[src/rtl/mem_xfer_pkg.sv]
// rtl/mem_xfer_pkg.sv - shared state encodings, mode constants and Len clamp for mem_xfer_ctrl
package mem_xfer_pkg;

  localparam logic [2:0] S_IDLE    = 3'd0;
  localparam logic [2:0] S_CLR     = 3'd1;
  localparam logic [2:0] S_FILL    = 3'd2;
  localparam logic [2:0] S_REWIND  = 3'd3;
  localparam logic [2:0] S_RD_WAIT = 3'd4;
  localparam logic [2:0] S_COPY_WR = 3'd5;
  localparam logic [2:0] S_DONE    = 3'd6;

  localparam logic [1:0] MODE_FILL      = 2'd0;
  localparam logic [1:0] MODE_COPY      = 2'd1;
  localparam logic [1:0] MODE_FILL_COPY = 2'd2;

  function automatic int unsigned clamp_len(input int unsigned len, input int unsigned max_words);
    return (len > max_words) ? max_words : len;
  endfunction

endpackage

[src/rtl/xfer_word_counter.sv]
// rtl/xfer_word_counter.sv - per-phase word counter with terminal-count flag against captured Len
module xfer_word_counter
  import mem_xfer_pkg::*;
#(
  parameter int CNT_W = 4
) (
  input  logic             clk_i,
  input  logic             rst_n_i,
  input  logic             clr_i,
  input  logic             en_i,
  input  logic [CNT_W-1:0] len_i,
  output logic [CNT_W-1:0] cnt_o,
  output logic             last_o
);

  logic [CNT_W-1:0] cnt_q, cnt_d;

  // Saturate at len so the count can never run past the programmed length.
  always_comb begin
    cnt_d = cnt_q;
    if (clr_i) begin
      cnt_d = '0;
    end else if (en_i && (cnt_q < len_i)) begin
      cnt_d = cnt_q + CNT_W'(1);
    end
  end

  always_ff @(posedge clk_i or negedge rst_n_i) begin
    if (!rst_n_i) begin
      cnt_q <= '0;
    end else begin
      cnt_q <= cnt_d;
    end
  end

  assign cnt_o  = cnt_q;
  assign last_o = ((cnt_q + CNT_W'(1)) == len_i);

endmodule

[src/rtl/mem_xfer_ctrl.sv]
// rtl/mem_xfer_ctrl.sv - FSM sequencing fill/copy strobes for the A/B memories and address counters
module mem_xfer_ctrl
  import mem_xfer_pkg::*;
#(
  parameter int MAX_WORDS = 8,
  parameter int CNT_W     = 4,
  parameter int RD_LAT    = 1
) (
  input  logic             Clk,
  input  logic             Reset_n,
  input  logic             Start,
  input  logic [1:0]       Mode,
  input  logic [CNT_W-1:0] Len,
  input  logic             Abort,
  output logic             WEA,
  output logic             IncA,
  output logic             ClrA,
  output logic             WEB,
  output logic             IncB,
  output logic             ClrB,
  output logic             Busy,
  output logic             Done,
  output logic             Aborted,
  output logic [CNT_W-1:0] WordCnt
);

  localparam logic [2:0] WAIT_INIT = 3'((RD_LAT > 0) ? (RD_LAT - 1) : 0);
  localparam logic [2:0] S_COPY_ENTRY = (RD_LAT == 0) ? S_COPY_WR : S_RD_WAIT;

  logic [2:0]       state_q, state_d;
  logic [1:0]       mode_q, mode_d;
  logic [CNT_W-1:0] len_q, len_d;
  logic [2:0]       wait_q, wait_d;
  logic             active, last_word, cnt_clr, cnt_en;
  logic             wea_q, inca_q, clra_q, web_q, incb_q, clrb_q, busy_q, done_q, aborted_q;
  logic             wea_d, inca_d, clra_d, web_d, incb_d, clrb_d, busy_d, done_d, aborted_d;

  assign active = (state_q != S_IDLE) && (state_q != S_DONE);

  always_comb begin
    state_d   = state_q;
    mode_d    = mode_q;
    len_d     = len_q;
    wait_d    = wait_q;
    aborted_d = 1'b0;
    case (state_q)
      S_IDLE: begin
        if (Start && !Abort) begin
          mode_d  = ((Mode == MODE_FILL) || (Mode == MODE_COPY)) ? Mode : MODE_FILL_COPY;
          len_d   = CNT_W'(clamp_len(32'(Len), 32'(MAX_WORDS)));
          state_d = S_CLR;
        end
      end
      S_CLR: begin
        if (len_q == '0)              state_d = S_DONE;
        else if (mode_q == MODE_COPY) state_d = S_COPY_ENTRY;
        else                          state_d = S_FILL;
      end
      S_FILL: begin
        if (last_word) state_d = (mode_q == MODE_FILL) ? S_DONE : S_REWIND;
      end
      S_REWIND: state_d = S_COPY_ENTRY;
      S_RD_WAIT: begin
        if (wait_q == 3'd0) state_d = S_COPY_WR;
        else                wait_d  = wait_q - 3'd1;
      end
      S_COPY_WR: state_d = last_word ? S_DONE : S_COPY_ENTRY;
      S_DONE:    state_d = S_IDLE;
      default:   state_d = S_IDLE;
    endcase
    if (Abort && active) begin
      state_d   = S_IDLE;
      aborted_d = 1'b1;
    end
    if ((state_d == S_RD_WAIT) && (state_q != S_RD_WAIT)) wait_d = WAIT_INIT;
  end

  // Outputs are decoded from the next state so every strobe lines up with its state cycle.
  always_comb begin
    wea_d  = (state_d == S_FILL);
    inca_d = (state_d == S_FILL) || (state_d == S_COPY_WR);
    clrb_d = (state_d == S_CLR) && (len_d != '0);
    clra_d = clrb_d || (state_d == S_REWIND);
    web_d  = (state_d == S_COPY_WR);
    incb_d = (state_d == S_COPY_WR);
    busy_d = (state_d != S_IDLE) && (state_d != S_DONE);
    done_d = (state_d == S_DONE);
  end

  assign cnt_clr = (state_q == S_CLR) || (state_q == S_REWIND) || (Abort && active);
  assign cnt_en  = (state_q == S_FILL) || (state_q == S_COPY_WR);

  xfer_word_counter #(.CNT_W(CNT_W)) u_word_cnt (
    .clk_i  (Clk),
    .rst_n_i(Reset_n),
    .clr_i  (cnt_clr),
    .en_i   (cnt_en),
    .len_i  (len_q),
    .cnt_o  (WordCnt),
    .last_o (last_word)
  );

  always_ff @(posedge Clk or negedge Reset_n) begin
    if (!Reset_n) begin
      state_q   <= S_IDLE;
      mode_q    <= MODE_FILL;
      len_q     <= '0;
      wait_q    <= '0;
      wea_q     <= 1'b0;
      inca_q    <= 1'b0;
      clra_q    <= 1'b0;
      web_q     <= 1'b0;
      incb_q    <= 1'b0;
      clrb_q    <= 1'b0;
      busy_q    <= 1'b0;
      done_q    <= 1'b0;
      aborted_q <= 1'b0;
    end else begin
      state_q   <= state_d;
      mode_q    <= mode_d;
      len_q     <= len_d;
      wait_q    <= wait_d;
      wea_q     <= wea_d;
      inca_q    <= inca_d;
      clra_q    <= clra_d;
      web_q     <= web_d;
      incb_q    <= incb_d;
      clrb_q    <= clrb_d;
      busy_q    <= busy_d;
      done_q    <= done_d;
      aborted_q <= aborted_d;
    end
  end

  assign WEA     = wea_q;
  assign IncA    = inca_q;
  assign ClrA    = clra_q;
  assign WEB     = web_q;
  assign IncB    = incb_q;
  assign ClrB    = clrb_q;
  assign Busy    = busy_q;
  assign Done    = done_q;
  assign Aborted = aborted_q;

endmodule

[config.mk]
export PLATFORM = sky130hd
export DESIGN_NAME = mem_xfer_ctrl
export DESIGN_NICKNAME = d
export VERILOG_FILES = /design/src/rtl/mem_xfer_pkg.sv /design/src/rtl/xfer_word_counter.sv /design/src/rtl/mem_xfer_ctrl.sv
export SDC_FILE = /design/constraint.sdc
export NUM_CORES = 1
export LEC_CHECK = 0
export BUFFER_PORTS_ARGS = -buffer_cell sky130_fd_sc_hd__buf_2
export CORE_UTILIZATION = 55
export CTS_CLUSTER_DIAMETER = 150
export DETAILED_ROUTE_END_ITERATION = 12
export GPL_TIMING_DRIVEN = 0
export PLACE_DENSITY_LB_ADDON = 0.15
export SYNTH_ARGS = -nofsm -noshare
export SYNTH_HDL_FRONTEND = slang
export SYNTH_SLANG_ARGS = --single-unit
[constraint.sdc]
create_clock -name Clk -period 2.3 [get_ports Clk]
set_clock_uncertainty 0.05 [all_clocks]
set_input_delay 0.46 -clock Clk [delete_from_list [all_inputs] [get_ports Clk]]
set_output_delay 0.46 -clock Clk [all_outputs]
set_load 0.01 [all_outputs]
==> impl_metrics.env <==
export IMPL_setup_viol=0
export IMPL_syn_area_sq_mm=0.00139
export IMPL_antenna_found_initial=0
export IMPL_synth_seq_cells=24
export IMPL_power_leakage_nw=0.788
export IMPL_hold_buffers=0
export IMPL_yosys_warnings=0
export IMPL_critPathMaxFanout=6
export IMPL_grt_pass1_vias=1092
export IMPL_fin_crit_sh=0.948
export IMPL_diodes=0
export IMPL_rsz0062_at_grt="false"
export IMPL_synth_top_cells_by_count="dfrtp_1, a21oi_1, inv_1"
export IMPL_synth_most_common_cell="dfrtp_1"
export IMPL_synth_top_cell_area_share=0.433
export IMPL_core_area_sq_mm=0.00230
export IMPL_synth_cells=139
export IMPL_drt_first_iter_violations=20
export IMPL_cp_end_kind="flip-flop"
export IMPL_crit_type="reg2reg"
export IMPL_finalPower_mw=2.01
export IMPL_finish_utilization=0.696
export IMPL_grt_max_degree=25
export IMPL_initial_utilization=0.603
export IMPL_gp_congestion=0.818
export IMPL_crit_arrival_ns=2.37
export IMPL_yosysTopAreaCell="dfrtp_1"
export IMPL_synthesis_nets=156
export IMPL_avgViaCountPerCell=5.73
export IMPL_totalWireLength_mm=2.82
export IMPL_drc=0
export IMPL_clockRootBuffer="clkbuf_4"
export IMPL_cts_path_max_buffers=2
export IMPL_met2WireLength_mm=1.30
export IMPL_max_freq_mhz=459
export IMPL_fin_crit_ns=2.18
export IMPL_ys_flop_type="dfrtp_1"
export IMPL_routed_via_count=1105
export IMPL_die_h_microns=52.2
export IMPL_synth_edf_count=0
export IMPL_dr_max_layer_used="met4"
export IMPL_die_x_microns=52.2
export IMPL_max_cap_viol_count=0
export IMPL_rrSetupSlack_ns=0.12
export IMPL_rows=17
export IMPL_hold_viol=0
export IMPL_detail_route_antenna_nets=0
export IMPL_required_ns=2.49
export IMPL_peakVddDrop_uv=837
export IMPL_numCtsBuffers=3
export IMPL_dieArea_sq_mm=0.00273
export IMPL_r2r_start="u_word_cnt.cnt_o[0]"
export IMPL_outcome="finished clean"
export IMPL_yosysSeqAreaShare=0.433
export IMPL_grt_pass1_wl_mm=4.95
export IMPL_finalMaxSlewViolations=0
export IMPL_slew_headroom=0.630
export IMPL_nNetsFinal=183
export IMPL_avgSynthCellArea_sq_um=9.97
export IMPL_io_buffers=22
export IMPL_dp_hpwl_mm=2.16
export IMPL_hold_slack_ns=0.0470
export IMPL_h_tree_depth=1
export IMPL_worst_pin_slew_ns=0.555
export IMPL_drt_first_pass_iters=4
export IMPL_ff2ff_path_depth=6
export IMPL_gr_total_overflow=0
export IMPL_clock_sinks=24
export IMPL_clkLatencyLatePin_ns=0.33
export IMPL_wl_met1_mm=1.33
export IMPL_grt_usage=0.250
export IMPL_powerDensity_mw_per_mm2=1260
export IMPL_clk_pin_slew_ns=0.14
export IMPL_synthTopCellsByArea="dfrtp_1, ha_1, a21oi_1"
export IMPL_ioPinCount=23
export IMPL_post_cts_resize_count=0
export IMPL_async_flop_share=1.00
export IMPL_hold_path_class="in2async"
export IMPL_reg2reg_to="IncA"
export IMPL_wl_per_cell_microns=14.6
export IMPL_cts_tree="built"
export IMPL_met3_wirelength_microns=126
export IMPL_cts_setup_buffers=0
export IMPL_layout_drive_gt1_share=0.261
export IMPL_tns_ns=0
export IMPL_synth_distinct_cells=45
export IMPL_cp_start_kind="flip-flop"
export IMPL_synthToLayoutAreaGrowth_pct=15.3
## final cells by class
cell class	count	area, sq um
flip-flops and latches	24	601
plain buffers	4	21.3
multi-input cells	100	738
clock inverters	1	30.0
well taps	28	35.0
clock buffers	3	22.5
fillers	184	698
repair buffers	22	110
inverters	11	41.3
## metal layers
metal | up-vias | global-route usage
li1 | 543 | -
met1 | 525 | 0.336
met2 | 30 | 0.406
met3 | 7 | 0.0319
met4 | 0 | 0.105
met5 | - | 0
## state kept, by name, summed over array words and instances, names as in the netlist
register          flops
len_q                 4
u_word_cnt.cnt_o      4
state_q               3
wait_q                3
mode_q                2
Aborted               1
Busy                  1
ClrA                  1
ClrB                  1
Done                  1
IncA                  1
IncB                  1
WEA                   1
## per-stage QoR
stage          worst slack (ns)  cell area [sq um]  cells
2_1_floorplan             0.229               1390    139
3_3_place_gp              0.146               1530    189
3_5_place_dp             0.0728               1530    189
4_1_cts                  0.0466               1580    193
5_1_grt                  0.0165               1600    193
6_report                  0.120               1600    193
## how the worst max path moves through the flow
stage	startpoint	end	slack, ns	depth (start not counted)
finish	u_word_cnt.cnt_o[0]	IncA	0.12	6
CTS	u_word_cnt.cnt_o[0]	ClrB	0.05	6
global placement	u_word_cnt.cnt_o[0]	ClrB	0.15	6
global route	u_word_cnt.cnt_o[0]	IncA	0.02	6
floorplan	u_word_cnt.cnt_o[0]	IncA	0.23	6
detailed placement	u_word_cnt.cnt_o[0]	IncA	0.07	6
## where the power goes
part / total [mW] / internal, mW / switching, mW
Combinational: 1.01 / 0.428 / 0.585
Clock: 0.313 / 0.176 / 0.137
Sequential: 0.680 / 0.567 / 0.113
## critical path: stages, from the launching register on
cell     delay, ns
dfrtp_1       0.46
ha_2          0.23
xor3_1        0.36
or3_4         0.42
nor3_4        0.23
nor3_2        0.11
o32ai_2       0.24
## layout by cell type (no fill, tap or decap), drive strengths merged, types with 2 or more instances in the layout
master and instances:
buf 25, o21a 4, ha 7, or2 2, clkbuf 4, nand2b 6, nand2 6, nor2b 3
a21o 3, mux2 2, o31ai 2, a21oi 11, o21ai 8, dfrtp 24, or4 4, nor2 7
inv 11, nor3 9, xor2 3, xnor2 3, nand3 4
## cell families after synthesis
group                    share of synthesized area
AND/OR/NAND/NOR                              0.216
AO/OA/AOI/OAI                                0.164
flip-flops                                   0.433
buffers and inverters                       0.0451
XOR/XNOR                                    0.0551
adder cells (fa/ha/maj)                     0.0632
multiplexers                                0.0235
Note: power is estimated with default switching activity, not from simulation.
